`src/rtl/fpnew_rob_retire.sv`:
```
// In-order completion buffer: ops get a slot at issue, lanes write results back
// out of order, and results retire strictly in issue order through one port.
module fpnew_rob_retire #(
  parameter int unsigned Width    = 16,
  parameter int unsigned NumLanes = 4,
  parameter int unsigned Depth    = 8,
  parameter type         TagType  = logic,
  localparam int unsigned SlotW   = $clog2(Depth),
  localparam int unsigned LaneW   = (NumLanes > 1) ? $clog2(NumLanes) : 1
) (
  input  logic                               clk_i,
  input  logic                               rst_i,
  input  logic                               flush_i,
  input  logic                               in_valid_i,
  output logic                               in_ready_o,
  input  logic [LaneW-1:0]                   in_lane_i,
  input  TagType                             in_tag_i,
  output logic [NumLanes-1:0]                lane_valid_o,
  input  logic [NumLanes-1:0]                lane_ready_i,
  output logic [SlotW-1:0]                   lane_slot_o,
  input  logic [NumLanes-1:0]                res_valid_i,
  output logic [NumLanes-1:0]                res_ready_o,
  input  logic [NumLanes-1:0][SlotW-1:0]     res_slot_i,
  input  logic [NumLanes-1:0][Width-1:0]     res_data_i,
  input  logic [NumLanes-1:0][4:0]           res_status_i,
  output logic                               out_valid_o,
  input  logic                               out_ready_i,
  output logic [Width-1:0]                   out_data_o,
  output logic [4:0]                         out_status_o,
  output TagType                             out_tag_o,
  output logic                               busy_o,
  output logic [SlotW:0]                     count_o,
  output logic                               err_o
);

  // Handshakes: a transfer happens on a rising edge where valid and ready are
  // both high; valid never depends on ready of the same interface.

  logic [SlotW:0]      head_q, tail_q, count_q;
  logic [Depth-1:0]    alloc_q, done_q;
  logic                err_q;
  TagType              tag_q    [Depth];
  logic [Width-1:0]    data_q   [Depth];
  logic [4:0]          status_q [Depth];

  logic [SlotW-1:0]    head_idx, tail_idx;
  logic                full, empty, clear, issue, retire;
  logic [NumLanes-1:0] dup, cap_ok;
  logic                cap_err;

  assign head_idx = head_q[SlotW-1:0];
  assign tail_idx = tail_q[SlotW-1:0];
  assign full     = (head_q ^ tail_q) == {1'b1, {SlotW{1'b0}}};
  assign empty    = head_q == tail_q;
  assign clear    = rst_i | flush_i;

  assign in_ready_o  = ~full & lane_ready_i[in_lane_i];
  assign lane_slot_o = tail_idx;
  assign issue       = in_valid_i & in_ready_o;

  always_comb begin
    lane_valid_o = '0;
    if (in_valid_i && !full) lane_valid_o[in_lane_i] = 1'b1;
  end

  assign res_ready_o = {NumLanes{~clear}};

  // A lane loses if any lower lane presents a result for the same slot.
  always_comb begin
    dup = '0;
    for (int l = 1; l < NumLanes; l++) begin
      for (int j = 0; j < l; j++) begin
        if (res_valid_i[j] && (res_slot_i[j] == res_slot_i[l])) dup[l] = 1'b1;
      end
    end
  end

  always_comb begin
    cap_ok  = '0;
    cap_err = 1'b0;
    for (int l = 0; l < NumLanes; l++) begin
      if (res_valid_i[l] && !clear) begin
        if (!dup[l] && alloc_q[res_slot_i[l]] && !done_q[res_slot_i[l]]) cap_ok[l] = 1'b1;
        else cap_err = 1'b1;
      end
    end
  end

  assign out_valid_o  = ~empty & done_q[head_idx];
  assign retire       = out_valid_o & out_ready_i;
  assign out_data_o   = out_valid_o ? data_q[head_idx]   : '0;
  assign out_status_o = out_valid_o ? status_q[head_idx] : '0;
  assign out_tag_o    = out_valid_o ? tag_q[head_idx]    : '0;

  assign count_o = count_q;
  assign busy_o  = count_q != '0;
  assign err_o   = err_q;

  // Control state. Captures only hit allocated, not-done slots, so they never
  // collide with the head being retired or the tail being allocated.
  always_ff @(posedge clk_i) begin
    if (clear) begin
      head_q  <= '0;
      tail_q  <= '0;
      count_q <= '0;
      alloc_q <= '0;
      done_q  <= '0;
      if (rst_i) err_q <= 1'b0;
    end else begin
      for (int l = 0; l < NumLanes; l++) begin
        if (cap_ok[l]) done_q[res_slot_i[l]] <= 1'b1;
      end
      if (cap_err) err_q <= 1'b1;
      if (retire) begin
        alloc_q[head_idx] <= 1'b0;
        done_q[head_idx]  <= 1'b0;
        head_q            <= head_q + (SlotW+1)'(1);
      end
      if (issue) begin
        alloc_q[tail_idx] <= 1'b1;
        done_q[tail_idx]  <= 1'b0;
        tail_q            <= tail_q + (SlotW+1)'(1);
      end
      if (issue && !retire)      count_q <= count_q + (SlotW+1)'(1);
      else if (!issue && retire) count_q <= count_q - (SlotW+1)'(1);
    end
  end

  // Payload storage needs no reset: it is only visible while done is set.
  always_ff @(posedge clk_i) begin
    if (!clear) begin
      for (int l = 0; l < NumLanes; l++) begin
        if (cap_ok[l]) begin
          data_q[res_slot_i[l]]   <= res_data_i[l];
          status_q[res_slot_i[l]] <= res_status_i[l];
        end
      end
      if (issue) tag_q[tail_idx] <= in_tag_i;
    end
  end

endmodule

```
`config.mk`:
```
export PLATFORM = sky130hd
export DESIGN_NAME = fpnew_rob_retire
export DESIGN_NICKNAME = d
export VERILOG_FILES = /design/src/rtl/fpnew_rob_retire.sv
export SDC_FILE = /design/constraint.sdc
export NUM_CORES = 1
export LEC_CHECK = 0
export CAP_MARGIN = 15
export CELL_PAD_IN_SITES_DETAIL_PLACEMENT = 0
export CELL_PAD_IN_SITES_GLOBAL_PLACEMENT = 1
export CORE_MARGIN = 5
export CORE_UTILIZATION = 25
export CTS_CLUSTER_DIAMETER = 30
export CTS_CLUSTER_SIZE = 12
export DETAILED_ROUTE_END_ITERATION = 8
export PLACE_DENSITY = 0.56
export RECOVER_POWER = 100
export SYNTH_ARGS = -nofsm -noshare
export SYNTH_HDL_FRONTEND = slang
export SYNTH_SLANG_ARGS = --single-unit
```
`constraint.sdc`:
```
create_clock -name clk_i -period 7.2 [get_ports clk_i]
set_clock_uncertainty 0.2 [all_clocks]
set_input_delay 1.44 -clock clk_i [delete_from_list [all_inputs] [get_ports clk_i]]
set_output_delay 1.44 -clock clk_i [all_outputs]
set_load 0.1 [all_outputs]
```
Word level (Yosys, flattened, before mapping). Memory sizes are Yosys's and may differ from the RTL's. A register that Yosys moved wholly into a read port is not among the register bits. Index checks and enable logic that the tools add are counted.

Add/sub/neg operators: 4. Order comparisons: 14. Equality and inequality tests: 9. Mux-type cells: 100. Bitwise gates (word level): 19. Reductions and logical operators: 42.

Operators by type and width (number): 8-bit 2-to-1 mux (14); 1-bit 2-to-1 mux (58); 8-bit bitwise OR (5); 1-bit binary-select mux with 3-bit select (9); 1-bit logical AND (27); 8-bit AND (3); 3-bit by 4-bit less-than comparator with 1-bit output, second input constant (6); 1-bit demux with 3-bit select (6); 3-bit == test (6); 3-bit by 1-bit >= comparator with 1-bit output, second input constant (6); 3-bit 2-to-1 mux (6); 16-bit 2-to-1 mux (1); 8-bit inverter (2); 4-bit by 1-bit adder with 4-bit output, second input constant (3); 4-bit 2-to-1 mux (3); 1-bit logical NOT (11); 5-bit 2-to-1 mux (1); 1-bit AND (4); 4-bit == test (1); 4-bit == test, second input constant (1); 2-bit nonzero test (2); 4-bit nonzero test (1); 4-bit by 1-bit subtractor with 4-bit output, second input constant (1); 4-bit XOR (1); 8 further kinds (10).

Bits in registers: 29. Bits in writable memories: 176. Input port bits: 112. Output and inout port bits: 41. Word-level logic and storage cells: 197. Memories: 3.

Memories: data_q (words 8, width 16, read ports 1, clocked after Yosys merged registers in 1, write ports 4, RTL line 43) `logic [Width-1:0] data_q [Depth];`; status_q (words 8, width 5, read ports 1, clocked after Yosys merged registers in 1, write ports 4, RTL line 44) `logic [4:0] status_q [Depth];`; tag_q (words 8, width 1, read ports 1, clocked after Yosys merged registers in 1, write ports 1, RTL line 42) `TagType tag_q [Depth];`.

Longest topological paths before layout.
Depth after elaboration: 22. Gate-level depth with buffers: 14.

Worst setup path after synthesis. No wires, ideal clock.

Path kind: input-to-reg. From: input port rst_i. To: memory data_q[5][0], enable pin. Setup time: 428 ps. Arrival: 4884 ps. Data required time: 6572 ps. Setup slack: 1688 ps. Stages on the path: 6. Path buffers: 1. Path through: or2_2 -> inv_1 -> clkbuf_1 -> and3_1 -> nand3_1 -> o21ai_0.

RTL lines: from (decl) (RTL line 12) `input logic rst_i,`; to (decl) (RTL line 43).

==> impl_metrics.tcl <==
set metrics [dict create \
    ioPinCount 153 \
    die_h_um 256 \
    regArea_um2 5940 \
    critPathArrivalTime_ns 6.25 \
    period_share_pct 87.2 \
    hold_violations 0 \
    htree_levels 3 \
    area_growth_pct 29.1 \
    synth_nets 1531 \
    synth_edf_count 177 \
    irDropWorstVdd_v 0.000193 \
    cts_sinks 208 \
    maxSlewHeadroom_pct -62.8 \
    yosys_register_bits 208 \
    maxCapViolCount 8 \
    dr.pass1.iters 5 \
    grt_first_pass_wirelength_um 84700 \
    gp_congestion 0.832 \
    crit_fanout 22 \
    tightest_slew_ns 2.44 \
    grt_max_degree 44 \
    antenna_found_initial 3 \
    ys_warn_count 0 \
    worst_slack_ns 0.920 \
    post_drt_wl_per_cell_um 24.3 \
    multi_input_area_um2 8540 \
    power.density_nw_per_um2 235 \
    ys.flop_type "edfxtp_1" \
    rows 90 \
    yosysSeqAreaShare_pct 39.2 \
    crit_chain "dlygate4sd3_1, or2_2, inv_1, nand3_1, or4b_1, nand4_1, clkbuf_1" \
    cp.required_ns 7.17 \
    finalMaxSlewViolations 192 \
    hold_path.class "flop to flop" \
    final_antenna_net_count 0 \
    dieArea_um2 65600 \
    routed_wl_um 57800 \
    core-area_um2 60100 \
    grt_pass1_vias 12500 \
    timing.fmax_mhz 159 \
    synth_most_common_cell "mux2_2" \
    cts_buffer_depth 3 \
    setup_viol 0 \
    dp_hpwl_um 36400 \
    drive_gt1_share_pct 24.6 \
    status "finished, violations left" \
    root_buffer "clkbuf_16" \
    synth_top_area_share_pct 35.1 \
    fin_setup_tns_ns 0 \
    port_buffers 152 \
    num_vias 12200 \
    synth_commonest_cells "mux2_2, edfxtp_1, nand2_1, mux2i_1, o21ai_0" \
    critPathSlowestCell "clkbuf_1" \
    insertion_delay_ns 0.59 \
    synth_cells 1413 \
    place_ws_ns 1.28 \
    synth_area_leader_cell "edfxtp_1" \
    clk_pin_slew_worst_paths_ns 0.04 \
    endpoint_kind "flop" \
    post_cts_buffers 0 \
    post-route-util_pct 32.5 \
    fill_cells 6120 \
    cts_buffers 72 \
    rsz0062_at_grt "false" \
    vias_per_cell 5.12 \
    cts_tree "yes" \
    ys_top_cells_by_area "edfxtp_1, mux2_2, mux2i_1, mux4_2, o21ai_0" \
    drc_errors 0 \
    die_w_um 256 \
    drtIter0Drc 884 \
    cts.repair.resized 0 \
    failed_checks "max-capacitance violations, max-slew violations" \
    start_util_pct 25.2 \
    synth_cell_types 70 \
    ys_async_sr_fraction_pct 0 \
    fin_crit_ns 6.28 \
    cts_hold_buf 0 \
    max_stage_delay_ns 1.28 \
    worstSetupPathType "primary input to flop" \
    final_nets 1662 \
    grtUsageTotal_pct 17.0 \
    netlist_area_um2 15100 \
    p_leak_nw 7.31 \
    critical_path.startpoint_type "primary input" \
    avgSynthCellArea_um2 10.7 \
    grt-ovfl-total 0 \
]
-- cell type report --
| cell class | count | area share [%] |
|---|---|---|
| Multi-Input combinational cell | 1053 | 43.7 |
| Sequential cell | 208 | 30.4 |
| Clock buffer | 83 | 9.53 |
| Timing Repair Buffer | 192 | 9.02 |
| Tap cell | 782 | 5.00 |
| Clock inverter | 42 | 2.04 |
| Inverter | 17 | 0.326 |
| Antenna cell | 2 | 0.0256 |
-- worst max-delay path: cells and delay by family --
kind | cells | cell delay, ns
buffers and inverters | 3 | 2.38
AND/OR/NAND/NOR | 4 | 2.39
-- layout by cell type (no fill, tap or decap), types with 4 or more instances in the layout --
cell type and instances:
buf_4 24, clkbuf_16 72, o21ai_0 131, nor2b_1 12, clkbuf_1 24, or2_2 4, dfxtp_1 28, clkdlybuf4s50_1 107
mux4_2 50, nand3b_1 5, nand3_1 17, or3b_2 4, mux2i_1 134, a21o_1 8, o31ai_1 21, o2bb2ai_1 20
xnor2_1 21, clkinv_2 13, mux2_1 20, xor2_1 8, and3_1 8, ha_1 5, bufinv_16 4, clkinv_1 15
edfxtp_1 177, nor2_1 116, o221a_2 6, a31oi_1 6, inv_1 17, nand4_1 25, dlygate4sd3_1 45, nand4b_1 7
a21oi_1 14, nor3_1 4, nand2b_1 11, nand2_1 151, mux2_2 189
-- kinds of logic (layout without fill, tap and decap cells) --
logic type | after synthesis | count (layout) | synth area share [%]
xor gates and xnor gates | 29 | 29 | 1.68
muxes | 393 | 393 | 32.3
and+or+nand+nor | 393 | 393 | 12.3
buffers and inverters | 152 | 334 | 4.15
adders and majority gates | 6 | 6 | 0.545
other | 0 | 2 | 0
AOI/OAI and AO/OA | 232 | 232 | 9.78
DFF | 208 | 208 | 39.2
-- metal layers --
layer / GRT usage (%) / part of all wire, % / vias to the layer above
li1: - / - / 5612
met1: 22.7 / 45 / 6041
met2: 27.2 / 46 / 422
met3: 4.21 / 6.3 / 94
met4: 5.70 / 2.6 / 4
met5: 0 / 0.043 / -
-- state kept, by name (all words and copies together) (netlist names), named ones only --
| register | cells |
|---|---|
| data_q | 128 |
| status_q | 40 |
| alloc_q | 8 |
| done_q | 8 |
| tag_q | 8 |
| count_o | 4 |
| head_q | 4 |
| tail_q | 4 |
| err_o | 1 |
-- through the flow --
stage	hold WS (ns)	instances	total power, mW	area, µm²
after floorplan	0.250	1413	1.58	15100
final	0.312	2379	4.59	19600
after detailed placement	0.309	2252	1.74	17500
after global placement	0.300	2252	1.73	17500
after global routing	0.347	2377	4.75	19500
after CTS	0.314	2377	4.64	19700
-- power by group --
part	switching [mW]	total (mW)	internal, mW
Sequential	0.00483	1.33	1.32
Combinational	0.217	0.381	0.164
Clock	0.900	2.88	1.98
-- worst paths after layout --
check	startpoint	to	slack, ns	cells past startpoint
max	rst_i	data_q[1][6]	0.92	7
min	count_o[3]	count_o[3]	0.31	2
max reg2reg	alloc_q[4]	data_q[1][6]	2.10	6
min reg2reg	count_o[3]	count_o[3]	0.31	2
No activity file was read; power rests on OpenSTA's default activity.
